[config.mk]
export PLATFORM = sky130hd
export DESIGN_NAME = div_arbiter
export DESIGN_NICKNAME = d
export VERILOG_FILES = /design/src/rtl/div_arbiter.sv
export SDC_FILE = /design/constraint.sdc
export NUM_CORES = 1
export LEC_CHECK = 0
export CORE_UTILIZATION = 45
export CTS_CLUSTER_DIAMETER = 50
export DETAILED_ROUTE_END_ITERATION = 16
export PLACE_DENSITY_LB_ADDON = 0.05
export SLEW_MARGIN = 30
export SYNTH_ARGS = -nofsm -noshare
export SYNTH_HDL_FRONTEND = slang
export SYNTH_SLANG_ARGS = --single-unit
export TNS_END_PERCENT = 10
[constraint.sdc]
create_clock -name i_clk -period 5.65 [get_ports i_clk]
set_clock_uncertainty 0.15 [all_clocks]
set_input_delay 1.13 -clock i_clk [delete_from_list [all_inputs] [get_ports i_clk]]
set_output_delay 1.13 -clock i_clk [all_outputs]
set_load 0.01 [all_outputs]
[src/rtl/div_arbiter.sv]
// div_arbiter: round-robin front end that shares one sequential divider
// between N_REQ requesters and returns tagged responses on a valid/ready port.
module div_arbiter #(
    parameter  int D_WIDTH = 8,
    parameter  int N_REQ   = 4,
    localparam int ID_W    = $clog2(N_REQ)
) (
    input  logic                     i_clk,
    input  logic                     i_rstn,
    input  logic [N_REQ-1:0]         i_req_valid,
    output logic [N_REQ-1:0]         o_req_ready,
    input  logic [N_REQ*D_WIDTH-1:0] i_req_dividend,
    input  logic [N_REQ*D_WIDTH-1:0] i_req_divisor,
    output logic                     o_rsp_valid,
    input  logic                     i_rsp_ready,
    output logic [ID_W-1:0]          o_rsp_id,
    output logic [D_WIDTH-1:0]       o_rsp_quotient,
    output logic [D_WIDTH-1:0]       o_rsp_remainder,
    output logic                     o_rsp_dbz,
    output logic                     o_rsp_err,
    output logic                     o_div_start,
    output logic [D_WIDTH-1:0]       o_div_dividend,
    output logic [D_WIDTH-1:0]       o_div_divisor,
    input  logic                     i_div_done,
    input  logic [D_WIDTH-1:0]       i_div_quotient,
    input  logic [D_WIDTH-1:0]       i_div_remainder,
    output logic                     o_busy
);

    // The divider should finish in about D_WIDTH cycles; twice that means it is stuck.
    localparam int WCNT_MAX = 2 * D_WIDTH;
    localparam int WCNT_W   = $clog2(WCNT_MAX + 1);

    typedef enum logic [1:0] {
        IDLE,
        START,
        WAIT,
        RESP
    } state_e;

    state_e              state_q, state_d;
    logic [ID_W-1:0]     rrPtr_q, rrPtr_d;
    logic [ID_W-1:0]     id_q, id_d;
    logic [D_WIDTH-1:0]  dividend_q, dividend_d;
    logic [D_WIDTH-1:0]  divisor_q, divisor_d;
    logic [D_WIDTH-1:0]  quot_q, quot_d;
    logic [D_WIDTH-1:0]  rem_q, rem_d;
    logic                dbz_q, dbz_d;
    logic                err_q, err_d;
    logic [WCNT_W-1:0]   waitCnt_q, waitCnt_d;

    logic                grantValid;
    logic [ID_W-1:0]     grantIdx;
    logic [ID_W:0]       candIdx;
    logic [ID_W-1:0]     nextPtr;

    // Round-robin grant: first valid requester at or above rrPtr_q, wrapping around.
    always_comb begin
        grantValid  = 1'b0;
        grantIdx    = '0;
        candIdx     = '0;
        o_req_ready = '0;
        for (int i = 0; i < N_REQ; i++) begin
            candIdx = {1'b0, rrPtr_q} + (ID_W+1)'(i);
            if (candIdx >= (ID_W+1)'(N_REQ)) begin
                candIdx = candIdx - (ID_W+1)'(N_REQ);
            end
            if (!grantValid && i_req_valid[candIdx[ID_W-1:0]]) begin
                grantValid = 1'b1;
                grantIdx   = candIdx[ID_W-1:0];
            end
        end
        if (i_rstn && (state_q == IDLE) && grantValid) begin
            o_req_ready[grantIdx] = 1'b1;
        end
    end

    // Pointer value after the current response: the requester just above the one served.
    always_comb begin
        nextPtr = (id_q == ID_W'(N_REQ - 1)) ? '0 : id_q + 1'b1;
    end

    // Next-state logic: accept, launch the divider, wait for done or timeout, hand back.
    always_comb begin
        state_d    = state_q;
        rrPtr_d    = rrPtr_q;
        id_d       = id_q;
        dividend_d = dividend_q;
        divisor_d  = divisor_q;
        quot_d     = quot_q;
        rem_d      = rem_q;
        dbz_d      = dbz_q;
        err_d      = err_q;
        waitCnt_d  = waitCnt_q;
        case (state_q)
            IDLE: begin
                if (grantValid) begin
                    id_d       = grantIdx;
                    dividend_d = i_req_dividend[grantIdx*D_WIDTH +: D_WIDTH];
                    divisor_d  = i_req_divisor[grantIdx*D_WIDTH +: D_WIDTH];
                    err_d      = 1'b0;
                    if (i_req_divisor[grantIdx*D_WIDTH +: D_WIDTH] == '0) begin
                        quot_d  = '1;
                        rem_d   = i_req_dividend[grantIdx*D_WIDTH +: D_WIDTH];
                        dbz_d   = 1'b1;
                        state_d = RESP;
                    end else begin
                        dbz_d   = 1'b0;
                        state_d = START;
                    end
                end
            end
            START: begin
                waitCnt_d = '0;
                state_d   = WAIT;
            end
            WAIT: begin
                if (i_div_done) begin
                    quot_d  = i_div_quotient;
                    rem_d   = i_div_remainder;
                    state_d = RESP;
                end else if (waitCnt_q == WCNT_W'(WCNT_MAX)) begin
                    quot_d  = '0;
                    rem_d   = '0;
                    err_d   = 1'b1;
                    state_d = RESP;
                end else begin
                    waitCnt_d = waitCnt_q + 1'b1;
                end
            end
            RESP: begin
                if (i_rsp_ready) begin
                    rrPtr_d = nextPtr;
                    state_d = IDLE;
                end
            end
            default: state_d = IDLE;
        endcase
    end

    // State and datapath registers; reset abandons any operation in flight.
    always_ff @(posedge i_clk or negedge i_rstn) begin
        if (!i_rstn) begin
            state_q    <= IDLE;
            rrPtr_q    <= '0;
            id_q       <= '0;
            dividend_q <= '0;
            divisor_q  <= '0;
            quot_q     <= '0;
            rem_q      <= '0;
            dbz_q      <= 1'b0;
            err_q      <= 1'b0;
            waitCnt_q  <= '0;
        end else begin
            state_q    <= state_d;
            rrPtr_q    <= rrPtr_d;
            id_q       <= id_d;
            dividend_q <= dividend_d;
            divisor_q  <= divisor_d;
            quot_q     <= quot_d;
            rem_q      <= rem_d;
            dbz_q      <= dbz_d;
            err_q      <= err_d;
            waitCnt_q  <= waitCnt_d;
        end
    end

    // Output drive straight from state and latched registers.
    always_comb begin
        o_rsp_valid     = (state_q == RESP);
        o_rsp_id        = id_q;
        o_rsp_quotient  = quot_q;
        o_rsp_remainder = rem_q;
        o_rsp_dbz       = dbz_q;
        o_rsp_err       = err_q;
        o_div_start     = (state_q == START);
        o_div_dividend  = dividend_q;
        o_div_divisor   = divisor_q;
        o_busy          = (state_q != IDLE);
    end

endmodule

=== Word level (Yosys, flattened, before mapping) ===
Cells that the tools add are included.

* Register bits after elaboration: 45
* Bits of input ports: 88
* Output and inout port bits: 43
* Logic and storage cells: 110

* Add/subtract/negate cells: 9
* $lt $le $gt $ge: 10
* Equality and inequality tests: 12
* Shift-type cells: 2
* Muxes and demuxes: 47
* Reductions and logical operators: 20

{| class="wikitable"
|+ Operator list
! kind !! number
|-
| $shiftx 32x6->8 || 2
|-
| $mux 8 || 7
|-
| $pmux 8 s2 || 2
|-
| $mux 2 || 14
|-
| $lt 2x3->1 const B || 5
|-
| $mux 1 || 13
|-
| $mux 5 || 2
|-
| $pmux 5 s2 || 1
|-
| $ge 3x3->1 const B || 3
|-
| $bmux 1 s2 || 4
|-
| $logic_not 8->1 || 1
|-
| $ne 2x2->1 const B || 4
|-
| $pmux 2 s4 || 1
|-
| $reduce_and 4->1 || 2
|-
| $sub 2x1->2 const B || 4
|-
| $add 2x2->3 const B || 2
|-
| $eq 2x2->1 const B || 3
|-
| $logic_and 1x1->1 || 6
|-
| $reduce_and 3->1 || 2
|-
| $reduce_bool 2->1 || 3
|-
| $add 5x1->5 const B || 1
|-
| $eq 5x5->1 const B || 1
|-
| $mux 4 || 1
|-
| $ne 2x1->1 const B || 2
|-
| other kinds (11) || 14
|}

=== Logic depth before layout (Yosys ltp) ===
Gate-level depths: netlist of the first run.

* Depth after elaboration: 19
* Mapped depth: 9
* Mapped depth without buffers: 8

=== Least setup slack after synthesis of the first run ===
OpenSTA, ideal clock, no wires.

* Kind: input -> output
* Start: input port i_req_valid[0]
* End: output port o_req_ready[2]
* Arrival: 2.571 ns
* Data required time: 4.370 ns
* Slack: 1.799 ns
* Stages on the path: 6
* Path buffers: 2
* Path through: a21oi_1 -> a2bb2oi_1 -> buf_4 -> buf_1 -> inv_1 -> nor3_1

* Word-level cells in the longest chain between the ends: 17
* Elaborated cells on any way between the ends: 29
* Classes of those cells: 2 x order compare; 19 x mux; 8 x reduce/logical

{| class="wikitable"
|+ Ends and longest elaborated chain
! item !! line !! text
|-
| start: declaration || 10 || <nowiki>input logic [N_REQ-1:0] i_req_valid,</nowiki>
|-
| $bmux 1 s2 || 68 || <nowiki>if (!grantValid && i_req_valid[candIdx[ID_W-1:0]]) begin</nowiki>
|-
| $mux 1 (not written as such) || 68 ||
|-
| $mux 1 || 68 ||
|-
| $logic_not 1->1 || 68 ||
|-
| $logic_and 1x1->1 || 68 ||
|-
| $mux 1 || 68 ||
|-
| $logic_not 1->1 || 68 ||
|-
| $logic_and 1x1->1 || 68 ||
|-
| $mux 1 || 68 ||
|-
| $logic_not 1->1 || 68 ||
|-
| $logic_and 1x1->1 || 68 ||
|-
| $mux 2 || 68 ||
|-
| $lt 2x3->1 (not written as such) / $ge 2x1->1 (equally long branches) || 74 || <nowiki>o_req_ready[grantIdx] = 1'b1;</nowiki>
|-
| $logic_and 1x1->1 (not written as such) || 74 ||
|-
| $mux 1 (not written as such) || 74 ||
|-
| $demux 1 s2 || 74 ||
|-
| $mux 4 * || 73 || <nowiki>if (i_rstn && (state_q == IDLE) && grantValid) begin</nowiki>
|-
| end: declaration || 11 || <nowiki>output logic [N_REQ-1:0] o_req_ready,</nowiki>
|}

Mark *: on every way between the ends. The rest lies on a longest branch, timed or not. The select of a mux whose other input is x is not followed.

=== Worst setup path in the final report of the first run ===
* Start: input port i_req_valid[3]
* End: output port o_req_ready[3]

Same word-level chain as after synthesis.

==> metrics.csv, run 1 <==
metric;value;unit
DR WL/cell;15.7;um
Max-cap violations;0;
routability-driven placement congestion ratio;0.755;
clk sink count;45;
Yosys cell types;39;
DR vias/cell;5.20;
Reg2Reg Capture Point;o_rsp_remainder[5];
synth warn;0;
main area contributors after synthesis;dfrtp_1 41%, mux2i_1 16%, mux2_2 9.8%, ha_1 3.6%, nand2_1 3.0%;
area leader, netlist;dfrtp_1;
Iter 0 DRT Violations;85;
pin count of the biggest net entering global routing;46;
ys async rst share;100;%
fmax;0.217;GHz
Synth Instances;259;
Worst Setup EP;o_req_ready[3];
Slew @ Worst Pin;0.684;ns
FF-to-FF Start;rrPtr_q[1];
Initial Util;46.6;%
share of layout cells above drive strength 1;11.8;%
Global Route Usage Sum;23.2;%
WHS;0.333;ns
Area Growth Syn to Fin;53.1;%
Final Power;1.96;mW
clock input transition at the sequential cells of the worst setup and hold paths;0.08;ns
Post-CTS Hold Buffers;0;
post-CTS setup repair buffer count;0;
die height;80.3;um
clk root buf;clkbuf_8;
Slew HR;54.4;%
Worst setup SP type;primary input;
Pins Over Slew Limit;0;
Setup CP Type;primary input to output pin;
IO Count;131;
Mapped Area;2760;um2
Reg2Reg Depth;8;
detailed-route wire length;7300;um
pwr dens;464;nW/um2
initial antenna violation count;0;
sequential-to-total area share from yosys stat;40.8;%
Cell Rows;28;
area of the multi-input gates;1530;um2
P_int;1.21;mW
Main synth FF type;dfrtp_1;
Register Area;1130;um2
Seq cells post-synth;45;
Detailed Place HPWL;5740;um
IO buf count;130;
Synth top area share;40.8;%
cts repair resizes;0;
Net Switching;747;uW
status;completed;
Die X;80.3;um
sequential share of power;29.0;%
Synthesized Nets;355;
Die ar.;6450;um2
Routed Antenna Nets;0;
CP arrival;3.33;ns
RSZ-0062 raised after global routing;false;
grt ovf;0;
Final Setup Violations;0;
setup tns final;0;ns
core area;5920;um2
crit-path max FO;16;
Synth top cells by count;45 x dfrtp_1, 45 x mux2i_1, 24 x mux2_2, 22 x nand2_1, 16 x inv_1;
R2R Setup Slk;2.17;ns
vias in the first global route;2339;
DR DRC count;0;
Data required, critical path;4.37;ns
clock power share;9.8;%
Syn Area/Cell;10.7;um2
Comb power frac;61.2;%
TritonCTS clock tree;yes;
Leakage;1.87;nW
vias;2420;
Final min period;4.61;ns
CP endpoint kind;output pin;
Max VDD drop;0.262;mV
worst skew pair latency;0.29;ns
filler cell count;452;
drt pass-1 iters;4;
Bufs on Longest Clock Path;2;
CTS Buf Count;5;
Final nets;486;
global-route wire length before repair;11400;um
Min-Delay Path Class;flop to flop;
Hold Violations, Final;0;
diode count;0;
Tcrit/Tclk final;81.5;%
H-tree depth;2;
crit path from;i_req_valid[3];
sw frac;38.1;%
EDFF count, synth;0;
==> stage by stage <==
stage	setup slack [ns]	area [um2]	std cells	utilization, %
floorplan	1.80	2760	259	-
global placement	0.978	4140	458	69.9
finish	1.04	4230	465	71.4
CTS	1.06	4220	465	71.3
global route	0.915	4230	465	71.4
detailed placement	0.929	4140	458	69.9
==> kinds of logic after synthesis <==
group	count (synthesis)	share of synthesized area, %
compound gates	41	11.1
mux	71	27.2
simple gates	62	11.5
xor+xnor	3	0.952
buf+inv	29	4.80
flops	45	40.8
fa+ha+maj	8	3.62
==> power groups by stage <==
stage / combinational [mW] / sequential (mW) / clock (mW)
2_1_floorplan: 0.661 / 0.619 / 0
3_3_place_gp: 1.18 / 0.571 / 0
3_5_place_dp: 1.21 / 0.576 / 0
4_1_cts: 1.21 / 0.571 / 0.197
5_1_grt: 1.31 / 0.591 / 0.212
6_report: 1.20 / 0.569 / 0.192
==> how the worst min path moves through the flow <==
stage / end / cells after the start / from
after floorplan: waitCnt_q[4] / 2 / waitCnt_q[4]
after global placement: o_div_dividend[6] / 2 / o_div_dividend[6]
after detailed placement: o_rsp_dbz / 2 / o_rsp_dbz
after CTS: o_rsp_dbz / 2 / o_rsp_dbz
after global routing: o_rsp_dbz / 2 / o_rsp_dbz
final: o_rsp_dbz / 2 / o_rsp_dbz
==> registers in the layout, indices dropped and copies added, names as in the netlist <==
| signal | cells |
|---|---|
| o_div_dividend | 8 |
| o_div_divisor | 8 |
| o_rsp_quotient | 8 |
| o_rsp_remainder | 8 |
| waitCnt_q | 5 |
| o_rsp_id | 2 |
| rrPtr_q | 2 |
| state_q | 2 |
| o_rsp_dbz | 1 |
| o_rsp_err | 1 |
==> critical path: stages <==
cell,delay [ns]
clkdlybuf4s50_1,0.51
nor4_1,0.52
nand2b_1,0.20
clkinv_1,0.06
buf_4,0.20
nand2_1,0.14
nor3_1,0.06
clkdlybuf4s50_1,0.50
==> layout by cell type, fill, tap and decap left out, types with 2 or more instances in the layout <==
master and n:
a21oi_1 8, a22o_1 6, a2bb2oi_1 8, buf_4 5, clkbuf_8 5, clkdlybuf4s50_1 129, clkinv_1 2, dfrtp_1 45
ha_1 8, inv_1 16, mux2_2 24, mux2_4 2, mux2i_1 45, nand2_1 22, nand2b_1 2, nand3_1 10
nand4_1 2, nor2_1 11, nor2b_1 2, nor3_1 5, o21ai_0 9, o31ai_1 3, xor2_1 3
==> metal layers <==
| metal | GRT usage [%] | up-vias | routed length [um] |
|---|---|---|---|
| met1 | 30.1 | 1144 | 3210 |
| met5 | 0 | - | 0 |
| met4 | 5.36 | 0 | 57 |
| li1 | - | 1184 | - |
| met2 | 39.2 | 86 | 3460 |
| met3 | 5.45 | 6 | 571 |
==> cell type report <==
cell class | count | area share (%)
Clock buffer | 6 | 1.72
Clock inverter | 1 | 0.207
Inverter | 18 | 1.60
Multi-Input combinational cell | 185 | 36.1
Sequential cell | 45 | 26.6
Tap cell | 75 | 2.22
Timing Repair Buffer | 135 | 31.5
(Power assumes the default switching activity.)
==> run 2: changes to the inputs <==
CORE_UTILIZATION = 37   (was 45)
clock period = 4.1 ns   (was 5.65 ns; I/O delays follow)
==> run 2 against run 1 <==
Cell area is 3.0% higher. Sequential cell count stayed put. Worst setup slack got worse by 0.83 ns. Largest power group unchanged. Die area grew 21%. Highest routed layer unchanged. Critical endpoint is now o_req_ready[0]. Worst hold slack lost 0.0050 ns. Sequential share of layout area is 0.77 points lower. First-iteration DRC count down 13%.
==> metrics.csv, run 2 (synthesized netlist as in run 1, its figures left out) <==
metric;value;unit;change
Tcrit/Tclk final;94.9;%;
fmax;0.257;GHz;
Routed Antenna Nets;0;;unchanged
Setup WS post-layout;0.211;ns;was 1.04 ns
Detailed Place HPWL;6150;um;was 5740 um
FF-to-FF Start;rrPtr_q[1];;unchanged
Slew HR;52.6;%;was 54.4%
Final Setup Violations;0;;unchanged
DR WL/cell;15.5;um;was 15.7 um
TritonCTS clock tree;yes;;unchanged
pre-CTS setup slack;0.0744;ns;was 0.929 ns
Area Growth Syn to Fin;57.6;%;was 53.1%
Reg2Reg Depth;10;;was 8
most common cell after layout, fill and taps aside;clkdlybuf4s50_1;;unchanged
R2R Setup Slk;0.88;ns;was 2.17 ns
worst skew pair latency;0.29;ns;about the same
Worst setup SP type;primary input;;unchanged
Hold Violations, Final;0;;unchanged
commonest cells after routing, fill and taps aside;129 x clkdlybuf4s50_1, 45 x dfrtp_1, 44 x mux2i_1, 24 x mux2_2, 22 x nand2_1;;was 129 x clkdlybuf4s50_1, 45 x mux2i_1, 45 x dfrtp_1, 24 x mux2_2, 22 x nand2_1
Leakage;1.93;nW;was 1.87 nW
die height;88.4;um;was 80.3 um
pwr dens;636;nW/um2;was 464 nW/um2
Pins Over Slew Limit;0;;unchanged
CTS Buf Count;5;;unchanged
Iter 0 DRT Violations;74;;was 85
Max VDD drop;0.343;mV;was 0.262 mV
Die ar.;7810;um2;was 6450 um2
Worst Setup EP;o_req_ready[0];;was o_req_ready[3]
Initial Util;38.3;%;was 46.6%
filler cell count;636;;was 452
crit-path max FO;5;;was 16
cell area after layout;4350;um2;was 4230 um2
Die X;88.4;um;was 80.3 um
pin count of the biggest net entering global routing;46;;unchanged
vias in the first global route;2411;;was 2339
crit path from;i_req_valid[2];;was i_req_valid[3]
Cell Rows;31;;was 28
grt ovf;0;;unchanged
core area;7210;um2;was 5920 um2
clk root buf;clkbuf_8;;unchanged
clk sink count;45;;unchanged
initial antenna violation count;0;;unchanged
vias;2495;;was 2420
share of layout cells above drive strength 1;14.4;%;was 11.8%
Final nets;499;;was 486
placed inst area;4250;um2;was 4140 um2
Post-Layout Cell Count;503;;was 465
Slew @ Worst Pin;0.711;ns;was 0.684 ns
detailed-route wire length;7800;um;was 7300 um
Bufs on Longest Clock Path;2;;unchanged
Min-Delay Path Class;flop to flop;;unchanged
Inst Count DP;492;;was 458
H-tree depth;2;;unchanged
Global Route Usage Sum;19.9;%;was 23.2%
area of the multi-input gates;1520;um2;was 1530 um2
diode count;0;;unchanged
Reg2Reg Capture Point;o_rsp_quotient[5];;was o_rsp_remainder[5]
Max-cap violations;0;;unchanged
CP arrival;2.92;ns;was 3.33 ns
setup tns final;0;ns;unchanged
global-route wire length before repair;11800;um;was 11400 um
Final min period;3.89;ns;
Final Power;2.77;mW;was 1.96 mW
Register Area;1130;um2;unchanged
drt pass-1 iters;4;;unchanged
CP endpoint kind;output pin;;unchanged
IO buf count;130;;unchanged
status;completed;;unchanged
routability-driven placement congestion ratio;0.845;;was 0.755
DR DRC count;0;;unchanged
clock input transition at the sequential cells of the worst setup and hold paths;0.08;ns;about the same
IO Count;131;;unchanged
Data required, critical path;3.13;ns;was 4.37 ns
DR vias/cell;4.96;;was 5.20
Setup CP Type;primary input to output pin;;unchanged
RSZ-0062 raised after global routing;false;;unchanged
==> run 2: cell type report <==
cell class / instances / share of cell area (%)
clock buffer: 8 / 1.84
inverter: 18 / 1.55
multi-input combinational: 185 / 35.0
sequential: 45 / 25.9
tap: 99 / 2.85
timing repair buffer: 148 / 32.9
==> run 2: timing repair <==
action / CTS / global route
setup endpoints to repair: 0 / 1
resized for setup: 0 / 1
buffers inserted: 0 / 3
hold buffers: 0 / 0
==> run 2: power breakdown <==
| part | switching (mW) | total (mW) | leakage [nW] | internal [mW] |
|---|---|---|---|---|
| logic | 0.762 | 1.71 | 1.35 | 0.951 |
| clock network | 0.144 | 0.266 | 0.0395 | 0.121 |
| registers | 0.137 | 0.789 | 0.546 | 0.652 |
==> run 2: worst min-delay path by stage <==
stage | startpoint | to | cells past startpoint
after floorplan | waitCnt_q[4] | waitCnt_q[4] | 2
after global placement | o_div_dividend[2] | o_div_dividend[2] | 2
after detailed placement | o_rsp_dbz | o_rsp_dbz | 2
after CTS | o_rsp_dbz | o_rsp_dbz | 2
after global routing | o_rsp_dbz | o_rsp_dbz | 2
final | o_rsp_dbz | o_rsp_dbz | 2
==> run 2: per-stage QoR <==
| step | hold slack [ns] | utilization [%] |
|---|---|---|
| 2_1_floorplan | 0.354 | - |
| 3_3_place_gp | 0.311 | 58.9 |
| 3_5_place_dp | 0.311 | 58.9 |
| 4_1_cts | 0.332 | 60.0 |
| 5_1_grt | 0.348 | 60.3 |
| 6_report | 0.328 | 60.3 |
==> run 2: critical path, stage by stage <==
cell and delay, ns:
clkdlybuf4s50_1 0.55, or3b_2 0.52, o21ai_0 0.16, nor2_1 0.11, nor3_1 0.19, clkdlybuf4s50_1 0.57
==> run 2: per-layer routing <==
layer	part of all wire (%)	up-vias	global-route usage [%]
met3	8.7	5	4.66
met1	42	1198	25.9
met4	0.87	0	5.57
met2	48	81	33.3
li1	-	1211	-
met5	0	-	0
==> run 3: changes to the inputs <==
CORE_ASPECT_RATIO = 1.4   (was default)
==> run 3 against run 2 <==
Worst hold slack improved by 0.0084 ns. Die area about the same. Global-route usage increased by 0.27 points. Clock power increased by 3%. First-iteration DRC count decreased by 35%. Register-to-register slack got worse by 0.03 ns. Routed wire length decreased by 0.80%. Sequential cell count unchanged. Via count decreased by 2.2%. Sequential share of layout area increased by 0.19 points. Maximum frequency increased by 0.13%. Cell area decreased by 0.72%. Largest cell class unchanged. Largest power group unchanged.
==> metrics.csv, run 3 (synthesized netlist as in run 1, its figures left out) <==
metric;value;unit;change
status;completed;;unchanged
cts repair resizes;0;;unchanged
CP endpoint kind;output pin;;unchanged
DR DRC count;0;;unchanged
Slew @ Worst Pin;0.783;ns;was 0.711 ns
Min-Delay Path Class;flop to flop;;unchanged
Routed Antenna Nets;0;;unchanged
cell area after layout;4320;um2;was 4350 um2
global-route wire length before repair;12200;um;was 11800 um
vias;2441;;was 2495
CP arrival;2.91;ns;was 2.92 ns
Final min period;3.88;ns;was 3.89 ns
slowest CP cell;clkdlybuf4s50_1;;unchanged
Buf/Inv on CP;4;;was 2
grt ovf;0;;unchanged
post-CTS setup repair buffer count;0;;unchanged
most common cell after layout, fill and taps aside;clkdlybuf4s50_1;;unchanged
Iter 0 DRT Violations;48;;was 74
initial antenna violation count;0;;unchanged
share of layout cells above drive strength 1;13.8;%;was 14.4%
Final Power;2.74;mW;was 2.77 mW
pre-CTS setup slack;-0.0699;ns;was 0.0744 ns
drt pass-1 iters;4;;unchanged
most used cell along the critical path;clkdlybuf4s50_1;;unchanged
Reg2Reg Depth;8;;was 10
Cell Rows;36;;was 31
TritonCTS clock tree;yes;;unchanged
Setup WS post-layout;0.216;ns;was 0.211 ns
Tcrit/Tclk final;94.7;%;was 94.9%
clk sink count;45;;unchanged
Top delay family on crit path;buffers and inverters;;unchanged
clk root buf;clkbuf_8;;unchanged
CP cell instances;clkdlybuf4s50_1, nor4_1, buf_4, nand2b_1, clkinv_1, nand2_1, nor3_1, clkdlybuf4s50_1;;was clkdlybuf4s50_1, or3b_2, o21ai_0, nor2_1, nor3_1, clkdlybuf4s50_1
Hold Violations, Final;0;;unchanged
H-tree depth;2;;unchanged
Worst setup SP type;primary input;;unchanged
Register Area;1130;um2;unchanged
RSZ-0062 raised after global routing;false;;unchanged
clock input transition at the sequential cells of the worst setup and hold paths;0.09;ns;was 0.08 ns
IO Count;131;;unchanged
Leakage;1.91;nW;was 1.93 nW
DR vias/cell;4.93;;was 4.96
pin count of the biggest net entering global routing;46;;unchanged
vias in the first global route;2528;;was 2411
Inst Count DP;487;;was 492
max incr delay on CP;0.52;ns;was 0.57 ns
Post-Layout Cell Count;495;;was 503
Data required, critical path;3.13;ns;about the same
Final nets;495;;was 499
Slew HR;47.8;%;was 52.6%
Final Setup Violations;0;;unchanged
Max-cap violations;0;;unchanged
IO buf count;130;;unchanged
Worst Hold Endpoint;o_div_dividend[2];;was o_rsp_dbz
diode count;0;;unchanged
WHS Path Cells;2;;unchanged
filler cell count;651;;was 636
crit-path max FO;5;;unchanged
Global Route Usage Sum;20.2;%;was 19.9%
Post-CTS Hold Buffers;0;;unchanged
Die X;75.0;um;was 88.4 um
Reg2Reg Capture Point;o_rsp_remainder[5];;was o_rsp_quotient[5]
commonest cells after routing, fill and taps aside;129 x clkdlybuf4s50_1, 45 x mux2i_1, 45 x dfrtp_1, 24 x mux2_2, 22 x nand2_1;;was 129 x clkdlybuf4s50_1, 45 x dfrtp_1, 44 x mux2i_1, 24 x mux2_2, 22 x nand2_1
Initial Util;39.0;%;was 38.3%
area of the multi-input gates;1520;um2;about the same
FF-to-FF Start;rrPtr_q[1];;unchanged
core area;7070;um2;was 7210 um2
detailed-route wire length;7730;um;was 7800 um
Area Growth Syn to Fin;56.5;%;was 57.6%
Setup CP Type;primary input to output pin;;unchanged
Die ar.;7820;um2;was 7810 um2
Bufs on Longest Clock Path;2;;unchanged
pwr dens;634;nW/um2;was 636 nW/um2
die height;104;um;was 88.4 um
worst hold start;o_div_dividend[2];;was o_rsp_dbz
R2R Setup Slk;0.85;ns;was 0.88 ns
fmax;0.257;GHz;about the same
CTS Buf Count;5;;unchanged
Pins Over Slew Limit;0;;unchanged
Max VDD drop;0.380;mV;was 0.343 mV
placed inst area;4230;um2;was 4250 um2
Detailed Place HPWL;6180;um;was 6150 um
DR WL/cell;15.6;um;was 15.5 um
worst skew pair latency;0.30;ns;was 0.29 ns
WHS;0.336;ns;was 0.328 ns
routability-driven placement congestion ratio;0.771;;was 0.845
run 3: through the flow:
step,util (%),TNS (ns)
floorplan,-,0
global placement,59.9,0
detailed placement,59.9,-0.358
CTS,61.1,0
global route,61.1,0
finish,61.1,0
run 3: layout make-up:
cell class              instances  area share (%)
inverters                      18            1.56
clock inverters                 2           0.347
clock buffers                   6            1.68
repair buffers                144            32.4
flip-flops and latches         45            26.1
well taps                      95            2.75
multi-input cells             185            35.2
run 3: worst max-delay path by stage:
| stage | slack, ns | from | endpoint | cells past startpoint |
|---|---|---|---|---|
| global placement | 0.01 | i_req_valid[0] | o_rsp_remainder[5] | 9 |
| finish | 0.22 | i_req_valid[3] | o_req_ready[1] | 8 |
| global route | 0.07 | i_req_valid[3] | o_req_ready[1] | 8 |
| detailed placement | -0.07 | i_req_valid[0] | o_rsp_quotient[4] | 10 |
| floorplan | 0.81 | i_req_valid[1] | o_rsp_remainder[5] | 9 |
| CTS | 0.14 | i_req_valid[3] | o_req_ready[3] | 8 |
run 3: layer usage:
metal,up-vias,global-route usage (%),wire length [um]
li1,1205,-,-
met1,1131,24.5,3140
met2,100,34.9,3830
met3,5,4.75,687
met4,0,5.26,80
met5,-,0,0
run 3: tightest hold or removal path, stage by stage (launching register included):
cell and delay, ns:
dfrtp_1 0.35, nand2_1 0.05, o21ai_0 0.06
run 3: power by group:
group | internal, mW | switching (mW)
sequential | 0.652 | 0.134
clock | 0.120 | 0.153
combinational | 0.931 | 0.749
total | 1.70 | 1.04
==> RTL change (settings of run 3) <==
Set the parameter `D_WIDTH` to 32 (it was 8).
--- a/src/rtl/div_arbiter.sv
+++ b/src/rtl/div_arbiter.sv
@@ -2,5 +2,5 @@
 // between N_REQ requesters and returns tagged responses on a valid/ready port.
 module div_arbiter #(
-    parameter  int D_WIDTH = 8,
+    parameter  int D_WIDTH = 32,
     parameter  int N_REQ   = 4,
     localparam int ID_W    = $clog2(N_REQ)
Interface: changed (8 resized); port bits go from 131 to 467. No check against the original RTL was run, so the function may have changed too.
==> RTL change against run 3 <==
  * Routed wire length grew to 4.6 times the old value
  * Total power grew to 3.8 times the old value
  * Synthesized cell count rose to 3.9 times the old value
  * Synthesized area grew to 3.1 times the old value
  * Final area rose to 3.5 times the old value
  * Worst setup slack got worse by 0.12 ns
  * Register-to-register slack got worse by 0.25 ns
  * Sequential cell count rose by 98
  * Critical endpoint is now o_rsp_remainder[28]
==> RTL change: results (changes against run 3) <==
Run status
  • Status: finished clean

Pwr
  • Worst VDD drop: 0.000322 V (-15%)
  • Leak: 6.67 nW (+250%)

Placed design
  • Total placed instance area: 14300 um^2 (+240%)
  • Dpl hpwl: 27600 um (+350%)
  • Port Buf Inserts: 466 (+260%)
  • DP Cell Count: 1809 (+270%)
  • Routability cong.: 0.914 (+19%)

Synth
  • Net Count, Synth: 1350 (+280%)
  • Seq/Total Area, Yosys: 41.4% (+0.60 points)
  • Synth top area cells: dfrtp_1, nand2_1, a211oi_1
  • Syn Area/Cell: 8.53 um^2 (-20%)
  • Post-synthesis compound-gate area fraction: 22.9% (+12 points)
  • Post-synth top cells: nand2_1, dfrtp_1, o21ai_0, and3_1
  • Synth Area in Adders: 1.16% (-2.5 points)
  • Post-synthesis xor/xnor area fraction: 0.405% (-0.55 points)
  • Yosys cell types: 42 (+7.7%)
  • Asr flop ratio synth: 100% (unchanged)

Global routing
  • Met1 Track Usage GR: 33.8% (+9.3 points)
  • Initial antenna violation count: 1 (+1)
  • First-pass GRT wire length: 54300 um (+350%)
  • Vias in the first global route: 9633 (+280%)
  • Largest net degree at the start of global routing: 144 (+210%)
  • GRT Total Usage: 29.2% (+9.0 points)

Routing
  • Drt total wl: 35300 um (+360%)
  • Metal2 WL: 18200 um (+380%)
  • Vias post-DR: 9547 (+290%)
  • Drt initial violations: 504 (+950%)
  • Via-per-instance ratio: 5.18 (+5.1%)
  • Met3 WL: 2470 um (+260%)

CTS
  • Clock-pin slew of the registers on the worst-case setup and hold paths: 0.07 ns (-0.02 ns)
  • CTS HTree Levels: 4 (+2)
  • Root Driver: clkbuf_16
  • Num CTS Buffers: 17 (+12)

Timing
  • Hold WS: 0.325 ns (-0.0108 ns)

Setup path
  • CP endpoint: o_rsp_remainder[28]
  • Worst R2R Setup Slack: 0.60 ns (-0.25 ns)
  • Delay of the slowest critical-path stage: 0.43 ns (-0.09 ns)
  • WP data arrival: 4.13 ns (+1.22 ns)
  • Worst r2r path cells: 12 (+4)
  • Worst-path fanout max: 35 (+30)
  • Critical Path Start: i_req_valid[2]

Finish
  • Layout cells sized above 1: 13.8% (+0.081 points)
  • Nets: 1863 (+280%)

Min path
  • Hold Path End: o_div_divisor[6]
  • HP Start: o_div_divisor[6]
-- RTL change: cell types whose count changed after synthesis, moves of 16 or more --
| cell | run 3 | this run |
|---|---|---|
| o21ai_0 | 9 | 67 |
| inv_1 | 16 | 40 |
| o31ai_1 | 3 | 35 |
| mux2i_1 | 45 | 2 |
| nand2_1 | 22 | 272 |
| dfrtp_1 | 45 | 143 |
| o22ai_1 | 0 | 16 |
| and3_1 | 0 | 65 |
| a2bb2oi_2 | 0 | 30 |
| clkbuf_1 | 5 | 57 |
| nand3_1 | 10 | 64 |
| a21o_1 | 0 | 32 |
| a211oi_1 | 1 | 64 |
-- RTL change: kinds of logic after synthesis --
kind of cell,after synthesis
and+or+nand+nor,436
DFF,143
xor gates and xnor gates,4
adders and majority gates,8
buffers and inverters,128
AOI/OAI and AO/OA,258
muxes,37
-- RTL change: timing repair --
action	CTS	global route
gates resized for setup	3	8
setup endpoints to repair	4	58
cloned	0	0
pin swaps	0	1
hold endpoints to repair	0	0
-- RTL change: layout make-up --
| cell class | count | area, um^2 |
|---|---|---|
| well taps | 301 | 377 |
| diodes | 1 | 2.50 |
| fillers | 1924 | 7820 |
| inverters | 40 | 150 |
| repair buffers | 582 | 5650 |
| clock buffers | 18 | 429 |
| multi-input cells | 743 | 4590 |
| flip-flops and latches | 143 | 3580 |
| clock inverters | 14 | 181 |
-- RTL change: metrics by stage --
step / setup slack [ns] / setup TNS (ns)
6_report: 0.0971 / 0
5_1_grt: 0.0145 / 0
4_1_cts: 0.00216 / 0
3_5_place_dp: -0.396 / -21.81
3_3_place_gp: -0.380 / -21.51
2_1_floorplan: 0.578 / 0
-- RTL change: power by group --
group | switching (W) | internal, W
Combinational | 0.00302 | 0.00315
Clock | 0.000653 | 0.000973
Sequential | 0.000419 | 0.00210
Total | 0.00409 | 0.00623
